$ cat src/rtl/dma_copy.sv
// dma_copy: memory-to-memory word copy engine.
//
// Second initiator on the shared data bus. The core configures it through a
// 16-byte MMIO window (SRC, DST, LEN, CTRL/STAT). After a start, the engine
// requests the bus and alternates READ / WRITE cycles under bus_grant until
// LEN words are copied. It then sets a sticky done flag, which drives irq.
//
// Optional build macro: DMA_FILL_EN
//   CTRL bit2 selects fill mode; it is latched at start.
//   In fill mode the READ cycles are skipped, so each word takes one cycle.
//   Every WRITE carries the value last written to SRC, and SRC does not advance.
//
// Ports:
//   clk, rst          system clock; synchronous active-high reset
//   cfg_address       core data address (window decode + register offset)
//   cfg_write_data    core write data
//   cfg_rw            core write strobe (1 = write)
//   cfg_read_data     register read data, 0 when the window is not selected
//   cfg_selected      combinational window hit
//   bus_req           master bus request, high from REQ until the last write
//   bus_grant         arbiter grant; strobes are only driven while it is high
//   m_address         master word address (0 when no strobe)
//   m_write_data      master write data (0 when no write strobe)
//   m_read_sig        master read strobe
//   m_write_sig       master write strobe
//   m_read_data       read data, valid in the same cycle as m_read_sig
//   irq               level interrupt, equals the done flag
//
// Handshake: a master strobe completes in the cycle it is asserted. The
// strobes are combinational in bus_grant, so dropping the grant pauses the
// transfer in place with no partial beat.
module dma_copy #(
    parameter logic [31:0] MMIO_BASE_DMA = 32'hA000_0000,
    parameter logic [31:0] MMIO_MASK_DMA = 32'hFFFF_FFF0
) (
    input  logic        clk,
    input  logic        rst,
    input  logic [31:0] cfg_address,
    input  logic [31:0] cfg_write_data,
    input  logic        cfg_rw,
    output logic [31:0] cfg_read_data,
    output logic        cfg_selected,
    output logic        bus_req,
    input  logic        bus_grant,
    output logic [31:0] m_address,
    output logic [31:0] m_write_data,
    output logic        m_read_sig,
    output logic        m_write_sig,
    input  logic [31:0] m_read_data,
    output logic        irq
);

    typedef enum logic [1:0] {
        S_IDLE  = 2'd0,
        S_REQ   = 2'd1,
        S_READ  = 2'd2,
        S_WRITE = 2'd3
    } state_t;

    state_t      r_state;
    logic [31:0] r_src;
    logic [31:0] r_dst;
    logic [31:0] r_len;
    logic [31:0] r_buf;
    logic        r_done;

    logic [1:0]  w_off;
    logic        w_wr;
    logic        w_busy;
    logic        w_start;
    logic        w_clr;
    logic        w_fill;
    logic [31:0] w_wdata;

    assign cfg_selected = ((cfg_address & MMIO_MASK_DMA) == MMIO_BASE_DMA);
    assign w_off        = cfg_address[3:2];
    assign w_wr         = cfg_selected && cfg_rw;
    assign w_busy       = (r_state != S_IDLE);
    // A start while busy is dropped here, so IDLE is the only place it can act.
    assign w_start      = w_wr && (w_off == 2'd3) && cfg_write_data[0] && !w_busy;
    assign w_clr        = w_wr && (w_off == 2'd3) && cfg_write_data[1];

`ifdef DMA_FILL_EN
    logic        r_fill;
    // The full 32-bit SRC write is kept as the fill pattern. The SRC address
    // register itself drops bits [1:0].
    logic [31:0] r_pat;

    always_ff @(posedge clk) begin
        if (rst) begin
            r_fill <= 1'b0;
            r_pat  <= 32'd0;
        end else begin
            if (w_start) begin
                r_fill <= cfg_write_data[2];
            end
            if (w_wr && (w_off == 2'd0) && !w_busy) begin
                r_pat <= cfg_write_data;
            end
        end
    end

    assign w_fill  = r_fill;
    assign w_wdata = r_fill ? r_pat : r_buf;
`else
    assign w_fill  = 1'b0;
    assign w_wdata = r_buf;
`endif

    always_ff @(posedge clk) begin
        if (rst) begin
            r_state <= S_IDLE;
            r_src   <= 32'd0;
            r_dst   <= 32'd0;
            r_len   <= 32'd0;
            r_buf   <= 32'd0;
            r_done  <= 1'b0;
        end else begin
            // The clear comes first so that a done set later in this block wins.
            if (w_clr) begin
                r_done <= 1'b0;
            end
            case (r_state)
                S_IDLE: begin
                    if (w_wr) begin
                        case (w_off)
                            2'd0:    r_src <= {cfg_write_data[31:2], 2'b00};
                            2'd1:    r_dst <= {cfg_write_data[31:2], 2'b00};
                            2'd2:    r_len <= cfg_write_data;
                            default: ;
                        endcase
                    end
                    if (w_start) begin
                        if (r_len == 32'd0) begin
                            r_done <= 1'b1;
                        end else begin
                            r_state <= S_REQ;
                        end
                    end
                end
                S_REQ: begin
                    if (bus_grant) begin
                        r_state <= w_fill ? S_WRITE : S_READ;
                    end
                end
                S_READ: begin
                    if (bus_grant) begin
                        r_buf   <= m_read_data;
                        r_state <= S_WRITE;
                    end
                end
                S_WRITE: begin
                    if (bus_grant) begin
                        r_dst <= r_dst + 32'd4;
                        if (!w_fill) begin
                            r_src <= r_src + 32'd4;
                        end
                        r_len <= r_len - 32'd1;
                        if (r_len == 32'd1) begin
                            r_done  <= 1'b1;
                            r_state <= S_IDLE;
                        end else begin
                            r_state <= w_fill ? S_WRITE : S_READ;
                        end
                    end
                end
                default: r_state <= S_IDLE;
            endcase
        end
    end

    assign bus_req      = w_busy;
    assign m_read_sig   = (r_state == S_READ) && bus_grant;
    assign m_write_sig  = (r_state == S_WRITE) && bus_grant;
    assign m_address    = m_read_sig ? r_src : (m_write_sig ? r_dst : 32'd0);
    assign m_write_data = m_write_sig ? w_wdata : 32'd0;
    assign irq          = r_done;

    always_comb begin
        cfg_read_data = 32'd0;
        if (cfg_selected) begin
            case (w_off)
                2'd0:    cfg_read_data = r_src;
                2'd1:    cfg_read_data = r_dst;
                2'd2:    cfg_read_data = r_len;
                default: cfg_read_data = {29'd0, w_fill, r_done, w_busy};
            endcase
        end
    end

endmodule
$ cat config.mk
export PLATFORM = sky130hd
export DESIGN_NAME = dma_copy
export DESIGN_NICKNAME = d
export VERILOG_FILES = /design/src/rtl/dma_copy.sv
export SDC_FILE = /design/constraint.sdc
export NUM_CORES = 1
export LEC_CHECK = 0
export ABC_AREA = 1
export ABC_CLOCK_PERIOD_IN_PS = 1720
export CAP_MARGIN = 20
export CORE_MARGIN = 2
export CORE_UTILIZATION = 47
export CTS_CLUSTER_DIAMETER = 120
export DETAILED_ROUTE_END_ITERATION = 6
export PLACE_DENSITY = 0.89
export SETUP_SLACK_MARGIN = 0.1
export SYNTH_ARGS = -nofsm -noshare
export SYNTH_HDL_FRONTEND = slang
export SYNTH_SLANG_ARGS = --single-unit
export TNS_END_PERCENT = 100
$ cat constraint.sdc
create_clock -name clk -period 1.72 [get_ports clk]
set_clock_uncertainty 0.2 [all_clocks]
set_input_delay 0.344 -clock clk [delete_from_list [all_inputs] [get_ports clk]]
set_output_delay 0.344 -clock clk [all_outputs]
set_load 0.05 [all_outputs]
==> run_results.csv, run 1 <==
group,metric,value,unit
status,outcome,"stopped before the end",
status,lastStage,"4_1_cts",
status,error_line,"[ERROR DPL-0038] Utilization greater than 100%, impossible to legalize",
yosys,yosysTopAreaCell,"dfxtp_1",
die,die_w,143,microns
clock_tree,h-tree-depth,4,
yosys,synth.yosys.seq_area_share,27.8,%
clock_tree,cts_buffers,17,
yosys,yosys_warnings,0,
clock_tree,postCtsHoldBufs,0,
yosys,synth_top_area_share,27.8,%
placement,gp_congestion,1.18,
clock_tree,root_buffer,"clkbuf_16",
yosys,postSynthAreaPerCell,5.74,sq um
clock_tree,cts_setup_buffers,49,
yosys,yosys_register_bits,127,
yosys,synthesis.area,9130,sq um
yosys,synthesis.instances,1592,
placement,place_inst,2248,
clock_tree,clockBufferDepth,2,
die,die_y,143,microns
placement,numPortBuffers,196,
clock_tree,cts_resized,574,
yosys,synth_area_leaders,"dfxtp_1 28%, nand2_1 16%, nor2_1 10%",
die,initial_core_util,48.3,%
yosys,ys_types,36,
die,boundaryPins,201,
placement,dpl.hpwl,37300,microns
clock_tree,clock-sinks,127,
die,core.rowCount,50,
## stage by stage
step | setup slack (ns) | hold WS (ns) | cell area, sq um | setup TNS, ns
2_1_floorplan | -0.492 | 0.257 | 10700 | -44.82
3_3_place_gp | -0.773 | 0.268 | 15800 | -123.94
3_5_place_dp | -0.903 | 0.304 | 15800 | -144.54
## synthesized netlist by cell type (all sizes together)
library cell    n
clkinv          1
nor2          256
nor3           39
a21oi         145
nor4b           1
ha              9
nand4          19
nand3b          1
buf            25
xor2           29
inv           189
a21boi          5
nor3b           1
xnor2           1
conb            1
and3            2
nand2         397
nand3          96
a31oi          19
o21bai          3
o22ai          13
or2             2
o31ai          12
o21ai         144
clkbuf         55
dfxtp         127
## cell families after synthesis
group	after synthesis	synth area share (%)
AND/OR/NAND/NOR	814	36.8
AO/OA/AOI/OAI	341	19.7
buffers and inverters	270	11.6
flip-flops	127	27.8
XOR/XNOR	30	2.88
adder cells (fa/ha/maj)	9	1.23
other	1	0.0411
==> run 2: changes to the inputs <==
==> config.mk (replaced) <==
export PLATFORM = sky130hd
export DESIGN_NAME = dma_copy
export DESIGN_NICKNAME = d
export VERILOG_FILES = /design/src/rtl/dma_copy.sv
export SDC_FILE = /design/constraint.sdc
export NUM_CORES = 1
export LEC_CHECK = 0
export ABC_AREA = 1
export ABC_CLOCK_PERIOD_IN_PS = 2200
export CAP_MARGIN = 20
export CORE_MARGIN = 2
export CORE_UTILIZATION = 40
export DETAILED_ROUTE_END_ITERATION = 6
export PLACE_DENSITY_LB_ADDON = 0.15
export SYNTH_ARGS = -nofsm -noshare
export SYNTH_HDL_FRONTEND = slang
export SYNTH_SLANG_ARGS = --single-unit
export TNS_END_PERCENT = 100
==> constraint.sdc (replaced) <==
create_clock -name clk -period 2.2 [get_ports clk]
set_clock_uncertainty 0.2 [all_clocks]
set_input_delay 0.44 -clock clk [delete_from_list [all_inputs] [get_ports clk]]
set_output_delay 0.44 -clock clk [all_outputs]
set_load 0.05 [all_outputs]
==> run_results.csv, run 2 <==
group,metric,value,unit
status,outcome,"finished, violations left",
status,violations,"setup timing",
setup_path,path_common_cell,"buf_12",
power_and_ir_drop,p_total,5570,uW
timing,maxSlewViolCount,0,
routing,initialDrtViolationCount,1168,
yosys,yosys_warnings,0,
yosys,synthesis.instances,1592,
timing,setup-tns-final,-11.39,ns
power_and_ir_drop,power.density,360,nW/um^2
setup_path,critPathKind,"reg2out",
yosys,ys_types,36,
timing,max_freq,413,MHz
yosys,synthArstFlopShare,0,%
job,max-cap-violations,0,
yosys,synth_top_area_share,27.8,%
yosys,yosysTopAreaCell,"dfxtp_1",
timing,setup_viol,96,
placement,dpl.hpwl,29100,microns
yosys,synth.most_common_cell,"nand2_1",
die,core_area,22500,sq um
timing,hold_viol,0,
setup_path,crit_fanout,12,
cells_and_area,diodes,0,
power_and_ir_drop,leakagePower,0.00600,uW
clock_tree,postCtsHoldBufs,0,
cells_and_area,drive_above_1_share,25.6,%
yosys,synth.yosys.seq_area_share,27.8,%
die,die_w,155,microns
cells_and_area,seqCellArea,2550,sq um
setup_path,path_delay_family,"buffers and inverters",
die,die_area,24100,sq um
yosys,yosys_register_bits,127,
placement,gp_congestion,1.03,
timing,slew-limit-headroom,66.0,%
setup_path,worstSetupEndpointType,"output port",
routing,drc,0,
yosys,postSynthAreaPerCell,5.74,sq um
die,core.rowCount,55,
cells_and_area,nets,1951,
cells_and_area,nFillCells,1864,
global_route,grt_usage,33.1,%
power_and_ir_drop,max-vdd-ir-drop,0.432,mV
timing,whs,0.281,ns
clock_tree,clock-sinks,127,
routing,wl_per_cell,19.2,microns
setup_path,critPathBufInv,4,
yosys,synthesis.area,9130,sq um
worst_hold_path,hold_path_class,"reg2reg",
setup_path,slowest_stage,"dfxtp_4",
setup_path,cpPeakStageDelay,0.37,ns
setup_path,worst-path-stages,7,
cells_and_area,final_common_cell,"nand2_1",
cells_and_area,reg.largest.list,"r_buf (32), r_len (32)",
die,initial_core_util,40.6,%
routing,routed_wl,41100,microns
global_route,grt_pass1_vias,11187,
setup_path,worstPathArrival,1.78,ns
clock_tree,h-tree-depth,4,
cells_and_area,area_delta_synth_final,69.4,%
timing,period_needed,2.42,ns
yosys,synth-main-ff-cell,"dfxtp_1",
global_route,grt_max_degree,54,
die,die_y,155,microns
routing,firstDrtPassIters,5,
yosys,synthTopCellsByCount,"396 x nand2_1, 252 x nor2_1, 186 x inv_1, 145 x a21oi_1, 143 x o21ai_0",
placement,dpl_worst_slack,-0.584,ns
placement,numPortBuffers,196,
clock_tree,cts_buffers,17,
clock_tree,clock_latency,0.43,ns
yosys,synth_area_leaders,"dfxtp_1 28%, nand2_1 16%, nor2_1 10%",
clock_tree,cts_tree,"built",
cells_and_area,multiInputGateArea,6940,sq um
setup_path,worstPathRequired,1.56,ns
placement,place_inst,2088,
clock_tree,clockBufferDepth,2,
cells_and_area,final_cell_mix,"391 x nand2_1, 190 x nor2_1, 175 x inv_1",
worst_hold_path,worstHoldPathCells,2,
global_route,grt_pass1_wl,61900,microns
clock_tree,root_buffer,"clkbuf_16",
timing,worst_pin_slew,0.508,ns
routing,via_count,11912,
routing,viasPerCell,5.57,
setup_path,r2r_cells,10,
timing,rsz0062_at_grt,"true",
global_route,overflow,0,
setup_path,startpoint_type,"flop",
routing,drtAntennaViolNets,0,
clock_tree,clk_pin_slew,0.06,ns
timing,final.setup.worst_slack,-0.220,ns
yosys,synth_edf_count,0,
global_route,antenna_found_initial,0,
timing,fin_crit_sh,110,%
die,boundaryPins,201,
cells_and_area,fin_cells,2140,
setup_path,crit_chain,"inv_4 > ha_4 > buf_6 > nand2_8 > buf_12 > o21ai_4 > buf_12",
run 2: cell counts after synthesis:
No cell type changed its count.
run 2: area by class of cell:
class | count | share of cell area, %
multi-input cells | 1197 | 44.9
repair buffers | 308 | 27.8
flip-flops and latches | 127 | 16.5
inverters | 190 | 4.76
clock buffers | 17 | 2.75
well taps | 285 | 2.31
clock inverters | 15 | 0.930
repair inverters | 1 | 0.105
run 2: layer usage:
metal  wire, microns  part of all wire (%)  GRT usage, %
met3            3560                   8.7          5.63
met5               0                     0             0
met2           18500                    45          52.9
met4            2640                   6.4          20.2
met1           16400                    40          41.7
run 2: cells by family (layout without fill, tap and decap cells):
logic type,Yosys count,count (layout),share of synthesized area (%)
fa+ha+maj,9,9,1.23
other cells,1,2,0.0411
xor+xnor,30,30,2.88
flops,127,127,27.8
simple gates,814,815,36.8
buf+inv,270,531,11.6
compound gates,341,341,19.7
run 2: worst paths after layout:
kind | startpoint | to | slack, ns
max | r_state[0] | m_address[20] | -0.22
min | r_src[7] | r_src[7] | 0.28
max reg2reg | r_state[1] | r_src[11] | 0.06
min reg2reg | r_src[7] | r_src[7] | 0.28
run 2: where the power goes:
part           internal [uW]  switching (uW)
registers               2300      0.00000328
logic                    219             241
clock network           1500            1320
total                   4010            1560
run 2: repair_timing:
item,in CTS,in global routing
setup endpoints to repair,100,167
cloned,11,4
buffers inserted,4,2
gates resized for setup,249,42
pin swaps,29,12
run 2: worst min-delay path: cells and delay by family, from the launching register on:
kind,cells,cell delay [ns]
AOI/OAI and AO/OA,1,0.05
and+or+nand+nor,1,0.06
DFF,1,0.32
run 2: metrics by stage:
step | cell area (sq um) | utilization, %
floorplan | 9910 | -
global placement | 13800 | 61.3
detailed placement | 13800 | 61.3
CTS | 15200 | 67.6
global route | 15500 | 68.7
finish | 15500 | 68.7
Note: power is estimated with default switching activity, not from simulation.
==> run 3: changes to the inputs <==
--- a/config.mk
+++ b/config.mk
@@ -6,7 +6,6 @@
 export NUM_CORES = 1
 export LEC_CHECK = 0
 export ABC_AREA = 1
-export ABC_CLOCK_PERIOD_IN_PS = 2200
 export CAP_MARGIN = 20
 export CORE_MARGIN = 2
 export CORE_UTILIZATION = 40
==> results of run 3 <==
Same layout as run 2: the final DEF is identical, and so are final timing and power.
==> RTL edit 1, RTL diff (config.mk and constraints of run 3) <==
Build with the macro `DMA_FILL_EN` defined.
--- a/src/rtl/dma_copy.sv
+++ b/src/rtl/dma_copy.sv
@@ -29,6 +29,8 @@
 // Handshake: a master strobe completes in the cycle it is asserted. The
 // strobes are combinational in bus_grant, so dropping the grant pauses the
 // transfer in place with no partial beat.
+`define DMA_FILL_EN
+
 module dma_copy #(
     parameter logic [31:0] MMIO_BASE_DMA = 32'hA000_0000,
     parameter logic [31:0] MMIO_MASK_DMA = 32'hFFFF_FFF0
Check against the original RTL: not equivalent (Yosys sat finds a counterexample within 4 cycles, from zero or initial values and one cycle with rst high).
==> RTL edit 1 against run 3 <==
  * Clock power rose by 12%
  * Setup slack got worse by 0.026 ns
  * Sequential cell count rose by 33
  * Sequential share of layout area rose by 2.3 points
  * Die area rose by 12%
  * Highest routed layer unchanged
  * Power rose by 18%
  * Wire length rose by 7.7%
  * The flow finishes with violations (design-rule violations, negative setup slack)
  * Non-clock buffer count rose by 66
  * Largest power group unchanged
  * Cell area rose by 11%
  * Final cell count rose by 9.4%
  * Via count rose by 9.6%
  * Critical endpoint unchanged
  * Critical path depth rose by 1
  * Synthesized area rose by 12%
==> RTL edit 1: results (changes against run 3) <==
Routing
  • # DRC: 3 (+3)
  • Drt initial violations: 1311 (+12%)
  • DR pass1 iterations: 7 (+2)
  • DR vias: 13060 (+9.6%)
  • DR WL/cell: 18.90 microns (-1.6%)

Timing
  • Post-route setup slack: -0.2458 ns (-0.02620 ns)
  • Setup tns final: -14.81 ns (-3.426 ns)
  • Final setup vio count: 103 (+7.3%)

Power and ir drop
  • Leakage: 6.419 nW (+7.0%)
  • Total power: 0.006560 W (+18%)
  • Clock power frac: 0.483 (-0.022)
  • Peak supply drop: 0.0004795 V (+11%)

Placed design
  • DP HPWL: 31180 microns (+7.1%)
  • Pre-CTS setup slack: -0.5239 ns (+0.05978 ns)

Synthesis
  • Seq/Total Area, Yosys: 0.3124 (+0.03403)
  • Top post-synthesis cells by count: nand2_1, nor2_1, o21ai_0
  • Compound-cell area share of the yosys netlist: 0.2436 (+0.04685)
  • Adder-cell area share of the yosys netlist: 0.01098 (-0.001347)

Setup path
  • Slowest stage delay, CP: 0.39 ns (+0.02 ns)
  • CP arrival: 1.81 ns (+0.03 ns)

Outcome
  • Failing checks: design-rule violations, negative setup slack
  • Outcome: finished with violations

Layout
  • Final non-filler cell total: 2342 (+9.4%)
  • # fillers: 2067 (+11%)
  • Nets: 2108 (+8.0%)

CTS
  • Post-CTS setup buffers: 16 (+12)
  • CTS resizes: 274 (+10%)
  • Clock edge transition at the registers on the reported setup and hold paths: 0.08 ns (+0.02 ns)

Global routing
  • Pin count of the biggest net entering global routing: 67 (+24%)
-- RTL edit 1: cell count changes in the layout (fill, tap and decap cells not counted), moves of 16 or more --
cell	before	now
o21ai_0	112	187
buf_4	63	117
nand2_1	391	340
buf_6	16	58
nor2_1	190	229
nor2_4	53	23
a21oi_4	2	30
buf_12	123	95
dfxtp_1	124	151
inv_1	175	148
o21ai_1	2	25
xor2_1	29	9
nand3_4	3	19
-- RTL edit 1: area by class of cell --
class | count | area share
clock buffers | 17 | 0.02487
clock inverters | 15 | 0.01119
multi-input cells | 1281 | 0.4433
repair buffers | 374 | 0.2695
well taps | 330 | 0.02414
flip-flops and latches | 160 | 0.1882
inverters | 165 | 0.03877
-- RTL edit 1: metal layers --
metal | routed length [microns] | GRT usage | up-vias | share of wire
met2 | 20460 | 0.5006 | 698 | 0.46
met3 | 4219 | 0.06035 | 108 | 0.095
met5 | 0 | 0 | - | 0
li1 | - | - | 6238 | -
met4 | 1724 | 0.1264 | 0 | 0.039
met1 | 17870 | 0.4252 | 6016 | 0.40
==> RTL edit 2, RTL diff (config.mk and constraints of run 3) <==
Made on the original files. Encoding of `state_t`: now one-hot (4 bits for 4 states).
--- a/src/rtl/dma_copy.sv
+++ b/src/rtl/dma_copy.sv
@@ -50,11 +50,11 @@
     output logic        irq
 );
 
-    typedef enum logic [1:0] {
-        S_IDLE  = 2'd0,
-        S_REQ   = 2'd1,
-        S_READ  = 2'd2,
-        S_WRITE = 2'd3
+    typedef enum logic [3:0] {
+        S_IDLE  = 4'b0001,
+        S_REQ   = 4'b0010,
+        S_READ  = 4'b0100,
+        S_WRITE = 4'b1000
     } state_t;
 
     state_t      r_state;
Formal check against the unedited RTL: no difference found for any inputs over 4 cycles, from zero or initial values and one cycle with rst high; so few cycles prove little.
==> RTL edit 2 against run 3 <==
  * Die area grew 5.4%
  * Highest routed layer unchanged
  * Setup slack lost 0.090 ns
  * Cell area rose by 2.0%
  * Wire length up 11%
  * Combinational power rose by 15%
  * Final cell count grew 12%
  * Synthesized area grew 5.5%
  * Count of clock-buffer cells in the layout unchanged
  * The flow still finishes with violations (negative setup slack)
  * Sequential cell count up 2
  * Power rose by 4.8%
==> RTL edit 2: results (changes against run 3) <==
Global routing
  • GRT Resource Usage Total: 0.3312 (+0.0003703)
  • Grt met1 use: 0.4343 (+0.01700)
  • Number of global-route vias before repair: 11830 (+5.7%)
  • Met3 Use GR: 0.07320 (+0.01693)
  • GR Layer Usage met2: 0.5433 (+0.01460)
  • First-pass GRT wire length: 65790 microns (+6.2%)
  • Initial antenna violation count: 0 (unchanged)
  • Pin count of the biggest net entering global routing: 79 (+46%)

Routing
  • Drt initial violations: 1218 (+4.3%)
  • Vias per cell: 5.458 (-1.9%)
  • DR pass1 iterations: 6 (+1)
  • DR WL/cell: 19.06 microns (-0.77%)

Synthesis
  • Synth top area cells: dfxtp_1, nand2_1, nor2_1
  • Post-synth ARST share: 0 (unchanged)
  • Cell variety after synth: 35 (-2.8%)
  • Top post-synthesis cells by count: nand2_1, nor2_1, inv_1
  • Seq/Total Area, Yosys: 0.2679 (-0.01048)
  • Main flop type after synthesis: dfxtp_1

Power and ir drop
  • Leakage: 6.620 nW (+10%)
  • Peak supply drop: 0.0003918 V (-9.4%)

Placed design
  • DP HPWL: 32030 microns (+10%)
  • Port bufs: 196 (unchanged)
  • GPL Wtd Cong: 1.006 (-1.9%)
  • Placed cell areas: 0.01398 sq mm (+1.3%)

Layout
  • Nets: 2169 (+11%)
  • Layout cell share with drive strength beyond 1: 0.2330 (-0.02250)
  • # fillers: 2074 (+11%)
  • Top flop regs: r_buf: 32 flops, r_len: 32 flops

CTS
  • Max clock buf depth: 2 (unchanged)
  • Clock edge transition at the registers on the reported setup and hold paths: 0.07 ns

Timing
  • Post-route setup slack: -0.3092 ns (-0.08965 ns)
  • Slew @ Worst Pin: 0.5566 ns (+0.04902 ns)
  • Setup tns final: -21.51 ns (-10.12 ns)
  • Final setup vio count: 131 (+36%)

Outcome
  • Outcome: finished with violations
  • Failing checks: negative setup slack

Setup path
  • Worst Path Max Fanout: 7 (-5)
  • CP arrival: 1.87 ns (+0.09 ns)
-- RTL edit 2: layout make-up --
cell class / instances / share of cell area
Sequential cell: 129 / 0.1641
Clock inverter: 15 / 0.01015
Multi-Input combinational cell: 1376 / 0.4600
Timing Repair Buffer: 353 / 0.2676
Inverter: 187 / 0.04582
Clock buffer: 17 / 0.02695
Tap cell: 319 / 0.02529
-- RTL edit 2: path summary, 6_finish.rpt --
path,from,end,slack [ns],cells past startpoint
worst max-delay path,r_state[0],m_address[23],-0.31,7
worst min-delay path,r_buf[6],r_buf[6],0.31,2
worst max register to register,r_state[0],r_src[28],-0.06,13
worst min register to register,r_buf[6],r_buf[6],0.31,2
-- RTL edit 2: worst max-delay path: stages, from the launching register on --
cell	delay [ns]
dfxtp_2	0.35
nor2_4	0.16
nand2_4	0.08
nor2_4	0.17
inv_8	0.10
buf_12	0.17
o22ai_4	0.20
buf_6	0.18
-- RTL edit 2: cell families (layout without fill, tap and decap cells) --
logic type	after synthesis	count (layout)	share of synthesized area
simple gates	1103	1104	0.4612
buf+inv	265	572	0.1088
compound gates	246	246	0.1380
flops	129	129	0.2679
xor+xnor	19	19	0.01726
fa+ha+maj	5	5	0.006490
other cells	1	2	0.0003890
-- RTL edit 2: per-stage QoR --
step | utilization | std cells | hold slack (ns) | power [W] | setup WS (ns)
floorplan | - | 1769 | 0.2834 | 0.002546 | -0.2043
global placement | 0.5936 | 2315 | 0.2912 | 0.002851 | -0.5581
detailed placement | 0.5936 | 2315 | 0.3005 | 0.002855 | -0.5565
CTS | 0.6464 | 2376 | 0.2933 | 0.005817 | -0.2819
global route | 0.6704 | 2396 | 0.3239 | 0.005960 | -0.3536
finish | 0.6704 | 2396 | 0.3072 | 0.005838 | -0.3092
-- RTL edit 2: per-layer routing --
layer	wire [microns]	part of all wire	vias to the layer above
li1	-	-	6209
met1	18070	0.40	5986
met2	20750	0.45	756
met3	4864	0.11	127
met4	1982	0.043	0
met5	0	0	-
-- RTL edit 2: repair_timing --
action	CTS	global route
pin swaps	22	29
cloned	6	10
resized for setup	230	89
buffers inserted	23	17
endpoints found under the setup margin	171	148
-- RTL edit 2: where the power goes --
part | internal, W | switching, W
clock network | 0.00161 | 0.00136
logic | 0.000264 | 0.000266
registers | 0.00233 | 0.00000000000375
total | 0.00421 | 0.00163
